**config.mk**
```make
export PLATFORM = sky130hd
export DESIGN_NAME = prog_loader_flat
export DESIGN_NICKNAME = d
export VERILOG_FILES = /design/src/rtl/prog_loader_if.sv /design/src/rtl/prog_loader.sv /design/src/flat_wrapper.sv
export SDC_FILE = /design/constraint.sdc
export NUM_CORES = 1
export LEC_CHECK = 0
export CAP_MARGIN = 20
export CORE_MARGIN = 2
export CORE_UTILIZATION = 54
export DETAILED_ROUTE_END_ITERATION = 8
export PLACE_DENSITY = 0.79
export SYNTH_ARGS = -nofsm -noshare
export SYNTH_HDL_FRONTEND = slang
export SYNTH_SLANG_ARGS = --single-unit
```
**constraint.sdc**
```tcl
create_clock -name clk -period 2.7 [get_ports clk]
set_input_delay 0.54 -clock clk [delete_from_list [all_inputs] [get_ports clk]]
set_output_delay 0.54 -clock clk [all_outputs]
set_load 0.1 [all_outputs]
```
**src/rtl/prog_loader_if.sv**
```systemverilog
// Byte-stream input and memory write bus of the boot loader.
interface prog_loader_if #(
  parameter int ADDR_W = 8,
  parameter int DATA_W = 32
);
  logic              in_valid;
  logic [7:0]        in_byte;
  logic              in_ready;
  logic [ADDR_W-1:0] mem_address;
  logic [DATA_W-1:0] mem_data;
  logic              mem_wren;

  // loader side: consumes bytes, drives the memory write port
  modport slave (
    input  in_valid, in_byte,
    output in_ready, mem_address, mem_data, mem_wren
  );

  // environment side: produces bytes, observes memory writes
  modport master (
    output in_valid, in_byte,
    input  in_ready, mem_address, mem_data, mem_wren
  );
endinterface

```
**src/rtl/prog_loader.sv**
```systemverilog
// Boot loader: assembles LE words from a byte stream, writes them from
// address 0, checks a mod-256 byte sum and releases the core on success.
module prog_loader #(
  parameter int ADDR_W = 8,
  parameter int DATA_W = 32
) (
  input  logic        clk,
  input  logic        rst,
  input  logic        load_req,
  prog_loader_if.slave bus,
  output logic        busy,
  output logic        cpu_rst_n,
  output logic        cpu_start,
  output logic        done,
  output logic        err
);
  localparam logic [2:0] S_IDLE  = 3'd0;
  localparam logic [2:0] S_HDR   = 3'd1;
  localparam logic [2:0] S_BYTES = 3'd2;
  localparam logic [2:0] S_WRITE = 3'd3;
  localparam logic [2:0] S_CHK   = 3'd4;
  localparam logic [2:0] S_DONE  = 3'd5;
  localparam logic [2:0] S_ERR   = 3'd6;

  logic [2:0]        state;
  logic [7:0]        n_words;   // 0 encodes 256
  logic [ADDR_W-1:0] word_cnt;
  logic [1:0]        byte_cnt;
  logic [7:0]        sum;
  logic [DATA_W-1:0] word_buf;
  logic [ADDR_W-1:0] addr_q;
  logic [DATA_W-1:0] data_q;
  logic              start_q;
  logic              acc;

  // status and handshake decode straight from the state
  always_comb begin
    bus.in_ready    = (state == S_HDR) || (state == S_BYTES) || (state == S_CHK);
    bus.mem_wren    = (state == S_WRITE);
    bus.mem_address = addr_q;
    bus.mem_data    = data_q;
    busy            = bus.in_ready || (state == S_WRITE);
    cpu_rst_n       = (state == S_IDLE) || (state == S_DONE);
    done            = (state == S_DONE);
    err             = (state == S_ERR);
    cpu_start       = start_q;
    acc             = bus.in_valid && bus.in_ready;
  end

  // load sequencer; write address/data are captured on the 4th byte so they
  // are valid during WRITE and hold afterwards
  always_ff @(posedge clk) begin
    if (rst) begin
      state    <= S_IDLE;
      n_words  <= '0;
      word_cnt <= '0;
      byte_cnt <= '0;
      sum      <= '0;
      word_buf <= '0;
      addr_q   <= '0;
      data_q   <= '0;
      start_q  <= 1'b0;
    end else begin
      start_q <= 1'b0;
      case (state)
        S_IDLE, S_DONE, S_ERR: begin
          if (load_req) begin
            state    <= S_HDR;
            word_cnt <= '0;
            byte_cnt <= '0;
            sum      <= '0;
          end
        end
        S_HDR: begin
          if (acc) begin
            n_words <= bus.in_byte;
            state   <= S_BYTES;
          end
        end
        S_BYTES: begin
          if (acc) begin
            word_buf[{byte_cnt, 3'b000} +: 8] <= bus.in_byte;
            sum      <= sum + bus.in_byte;
            byte_cnt <= byte_cnt + 2'd1;
            if (byte_cnt == 2'd3) begin
              addr_q <= word_cnt;
              data_q <= {bus.in_byte, word_buf[23:0]};
              state  <= S_WRITE;
            end
          end
        end
        S_WRITE: begin
          word_cnt <= word_cnt + 1'b1;
          // last word when word_cnt == N-1; 8-bit wrap makes N=0 end at 255
          state    <= (word_cnt == ADDR_W'(n_words - 8'd1)) ? S_CHK : S_BYTES;
        end
        S_CHK: begin
          if (acc) begin
            if (bus.in_byte == sum) begin
              state   <= S_DONE;
              start_q <= 1'b1;
            end else begin
              state <= S_ERR;
            end
          end
        end
        default: state <= S_IDLE;
      endcase
    end
  end
endmodule
```
**src/flat_wrapper.sv**
```systemverilog
// flat-port wrapper written by rule: the top's interface ports become plain ports
module prog_loader_flat 
#(
  parameter int ADDR_W = 8,
  parameter int DATA_W = 32
)
  (clk, rst, load_req, busy, cpu_rst_n, cpu_start, done, err, bus_in_valid, bus_in_byte, bus_in_ready, bus_mem_address, bus_mem_data, bus_mem_wren);
  prog_loader_if #(.ADDR_W(ADDR_W), .DATA_W(DATA_W)) bus_i ();
  input  logic clk;
  input  logic rst;
  input  logic load_req;
  output logic busy;
  output logic cpu_rst_n;
  output logic cpu_start;
  output logic done;
  output logic err;
  input wire logic [$bits(bus_i.in_valid)-1:0] bus_in_valid;
  input wire logic [$bits(bus_i.in_byte)-1:0] bus_in_byte;
  output wire logic [$bits(bus_i.in_ready)-1:0] bus_in_ready;
  output wire logic [$bits(bus_i.mem_address)-1:0] bus_mem_address;
  output wire logic [$bits(bus_i.mem_data)-1:0] bus_mem_data;
  output wire logic [$bits(bus_i.mem_wren)-1:0] bus_mem_wren;
  assign bus_i.in_valid = bus_in_valid;
  assign bus_i.in_byte = bus_in_byte;
  assign bus_in_ready = bus_i.in_ready;
  assign bus_mem_address = bus_i.mem_address;
  assign bus_mem_data = bus_i.mem_data;
  assign bus_mem_wren = bus_i.mem_wren;
  prog_loader #(.ADDR_W(ADDR_W), .DATA_W(DATA_W)) u_core (.clk(clk), .rst(rst), .load_req(load_req), .bus(bus_i), .busy(busy), .cpu_rst_n(cpu_rst_n), .cpu_start(cpu_start), .done(done), .err(err));
endmodule
```
==> run_results.csv <==
group,metric,value,unit
clocking,numClockSinks,94,
logic_synthesis,syn_avg_cell_area,8.03,um2
floorplanning,die_y,91.7,um
critical_path,cp_max_fo,14,
layout,postLayoutCellArea,0.00499,mm2
route,routedWlPerCell,14.5,um
global_route,antenna_found_initial,0,
clocking,clk_latency,0.37,ns
power_and_ir_drop,p_leak,1.88,nW
logic_synthesis,synth-seq-area-share,45.4,%
logic_synthesis,netlist.area_leader.share,45.4,%
sta,worst_pin_slew,0.584,ns
sta,fmax,0.416,GHz
layout,drive_above_1_share,15.9,%
logic_synthesis,yosysTopAreaCell,"dfxtp_1",
logic_synthesis,synth_top_cells_by_area,"dfxtp_1, nand2_1, a21oi_1",
clocking,cts_setup_buffers,0,
clocking,cts-root-buf,"clkbuf_8",
layout,antenna_cells,0,
place,dp_hpwl,6.90,mm
worst_hold_path,hold_path_class,"reg -> reg",
sta,hold_viol,0,
run,cap_violations,0,
clocking,h-tree-depth,3,
run_status,status,"complete, no violations",
layout,final_common_cell,"nand2_1",
layout,nNetsFinal,602,
logic_synthesis,synth_top_family_by_area,"simple AND/OR/NAND/NOR gates",
clocking,max-clock-path-buffers,2,
clocking,clk_pin_slew,0.10,ns
critical_path,worstPathRequired,2.16,ns
sta,setup_violations,0,
route,routed_wl,9.86,mm
logic_synthesis,synth-xor-area-share,4.40,%
floorplanning,ios,59,
sta,fin_hold_ws,0.457,ns
logic_synthesis,synth-seq-cells,94,
floorplanning,rows,31,
global_route,grt_pass1_wl,16.4,mm
sta,post-route-period-util,89.0,%
route,via_count,3787,
clocking,cts_tree,"done",
clocking,postCtsResizedCells,0,
critical_path,start_kind,"register",
route,drt_iter0_drc,205,
place,place_congestion,0.939,
worst_hold_path,worstHoldStart,"u_core.word_buf[23]$_SDFFE_PP0P_",
sta,setup_tns,0,ns
sta,min_period,2.40,ns
place,place_area,0.00479,mm2
logic_synthesis,synthSimpleGateAreaFrac,22.8,%
power_and_ir_drop,power.switching,1.34,mW
global_route,grt_pass1_vias,3517,
logic_synthesis,synthMuxAreaShare,2.44,%
sta,max_slew_margin,61.0,%
worst_hold_path,min_path_cells,2,
power_and_ir_drop,powerDensity,701,mW/mm2
logic_synthesis,synth_fa_ha_area_share,4.95,%
logic_synthesis,yosysUniqueCellTypes,42,
power_and_ir_drop,combinationalPowerShare,30.1,%
critical_path,r2r_start,"u_core.n_words[0]$_SDFFE_PP0P_",
clocking,cts_hold_buf,0,
global_route,grt-ovfl-total,0,
critical_path,reg2reg_depth,8,
power_and_ir_drop,p_sw_share,38.2,%
sta,rsz0062_at_grt,"no",
global_route,grt_max_degree,94,
critical_path,critPathMaxStageDelay,0.65,ns
logic_synthesis,synth-warning-count,0,
floorplanning,die_w,91.7,um
layout,final_util,68.0,%
layout,area_delta_synth_final,20.2,%
critical_path,crit_arrival,1.86,ns
power_and_ir_drop,vdd_ir_drop_max,0.386,mV
floorplanning,dieArea,0.00840,mm2
place,io_buffers,58,
floorplanning,core_area,0.00733,mm2
logic_synthesis,syn_nets,544,
critical_path,critPathKind,"reg -> out",
clocking,numCtsBuffers,9,
critical_path,crit_slowest_cell,"dfxtp_1",
route,ant_nets,0,
power_and_ir_drop,p_int,2.16,mW
route,drc,0,
logic_synthesis,syn_area,0.00415,mm2
power_and_ir_drop,power.total,3.49,mW
critical_path,end_kind,"output port",
logic_synthesis,synth_compound_gate_area_share,16.0,%
critical_path,crit_path_cell_trace,"inv_1, a21oi_1, o21ai_1, buf_12",
sta,fin_skew,0.0110,ns
power_and_ir_drop,pwr-share-clk,26.0,%
global_route,grt_usage,24.1,%
route,viasPerCell,5.58,
sta,slew_viol_final,0,
layout,final_cell_mix,"nand2_1, dfxtp_1, a21oi_1",
logic_synthesis,syn-instance-count,517,
floorplanning,start_util,56.6,%
power_and_ir_drop,pwr-share-seq,43.9,%
route,drt-pass1-iter-count,4,
critical_path,cp-startpoint,"u_core.state[2]$_SDFFE_PP0P_",
worst max-delay path: cells and delay by family (launching register included):
family / cells / cell delay [ns]
buffers and inverters: 2 / 0.43
AO/OA/AOI/OAI: 2 / 0.40
flip-flops: 1 / 0.65
sequential cells by signal, indices dropped and copies added, names as in the netlist:
register	cells
u_core.sum	8
u_core.state	3
u_core.bus.mem_address	8
u_core.n_words	8
u_core.word_cnt	8
u_core.word_buf	24
u_core.bus.mem_data	32
u_core.byte_cnt	2
u_core.cpu_start	1
through the flow:
step	setup WS, ns	cells
2_1_floorplan	0.124	517
5_1_grt	0.148	679
3_5_place_dp	0.0190	663
6_report	0.298	679
4_1_cts	0.351	679
3_3_place_gp	0.0658	663
power by group through the flow:
stage	clock, mW	sequential, mW	combinational, mW
after floorplan	0	1.51	0.810
after global placement	0	1.56	1.01
after detailed placement	0	1.56	1.04
after CTS	0.914	1.53	1.05
after global routing	0.976	1.54	1.13
final	0.908	1.53	1.05
path summary, 6_finish.rpt:
check / end / slack (ns)
worst max-delay path: busy / 0.30
worst min-delay path: u_core.bus.mem_data[23]$_SDFFE_PP0P_ / 0.46
worst max register to register: u_core.state[1]$_SDFFE_PP0P_ / 0.61
worst min register to register: u_core.bus.mem_data[23]$_SDFFE_PP0P_ / 0.46
kinds of logic (layout without fill, tap and decap cells):
family | after synthesis | after routing
AOI/OAI and AO/OA | 116 | 116
DFF | 94 | 94
xor gates and xnor gates | 20 | 20
buffers and inverters | 41 | 104
muxes | 10 | 10
and+or+nand+nor | 220 | 220
adders and majority gates | 16 | 16
cells in the mapped netlist:
library cell,count
nand2_1,121
dfxtp_1,94
a21oi_1,81
nor2_1,36
nand3_1,34
clkbuf_1,20
ha_1,14
inv_1,10
xnor2_1,10
buf_2,9
mux2i_1,9
xor2_1,9
o21ai_0,8
a22oi_1,7
nor3_1,6
and2_1,5
nor4_1,4
a211oi_1,3
a21o_1,3
nor3b_1,3
o32ai_1,3
a31oi_1,2
a32o_1,2
a32oi_1,2
nand3b_1,2
o211ai_1,2
or2_2,2
or4_1,2
a221o_1,1
a22o_1,1
a311oi_1,1
buf_4,1
fa_1,1
inv_2,1
maj3_1,1
mux2_2,1
nand2b_1,1
nand3_2,1
nand4_1,1
nor2_2,1
or3_2,1
xor2_2,1
metal layers:
metal | vias to the layer above | routed length [um] | GRT usage [%] | part of all wire [%]
met1 | 1812 | 4570 | 30.8 | 46
met5 | - | 0 | 0 | 0
met3 | 6 | 389 | 5.01 | 3.9
li1 | 1879 | - | - | -
met4 | 0 | 85 | 6.69 | 0.86
met2 | 90 | 4820 | 41.4 | 49
layout make-up:
type                       count  area, um2
clock buffer                   9        124
sequential                    94       1880
clock inverter                 7       67.6
timing repair buffer          77        638
fill                         628       2340
multi-input combinational    382       2110
inverter                      11       41.3
tap                           99        124
Power figures use the tool's default switching activity.
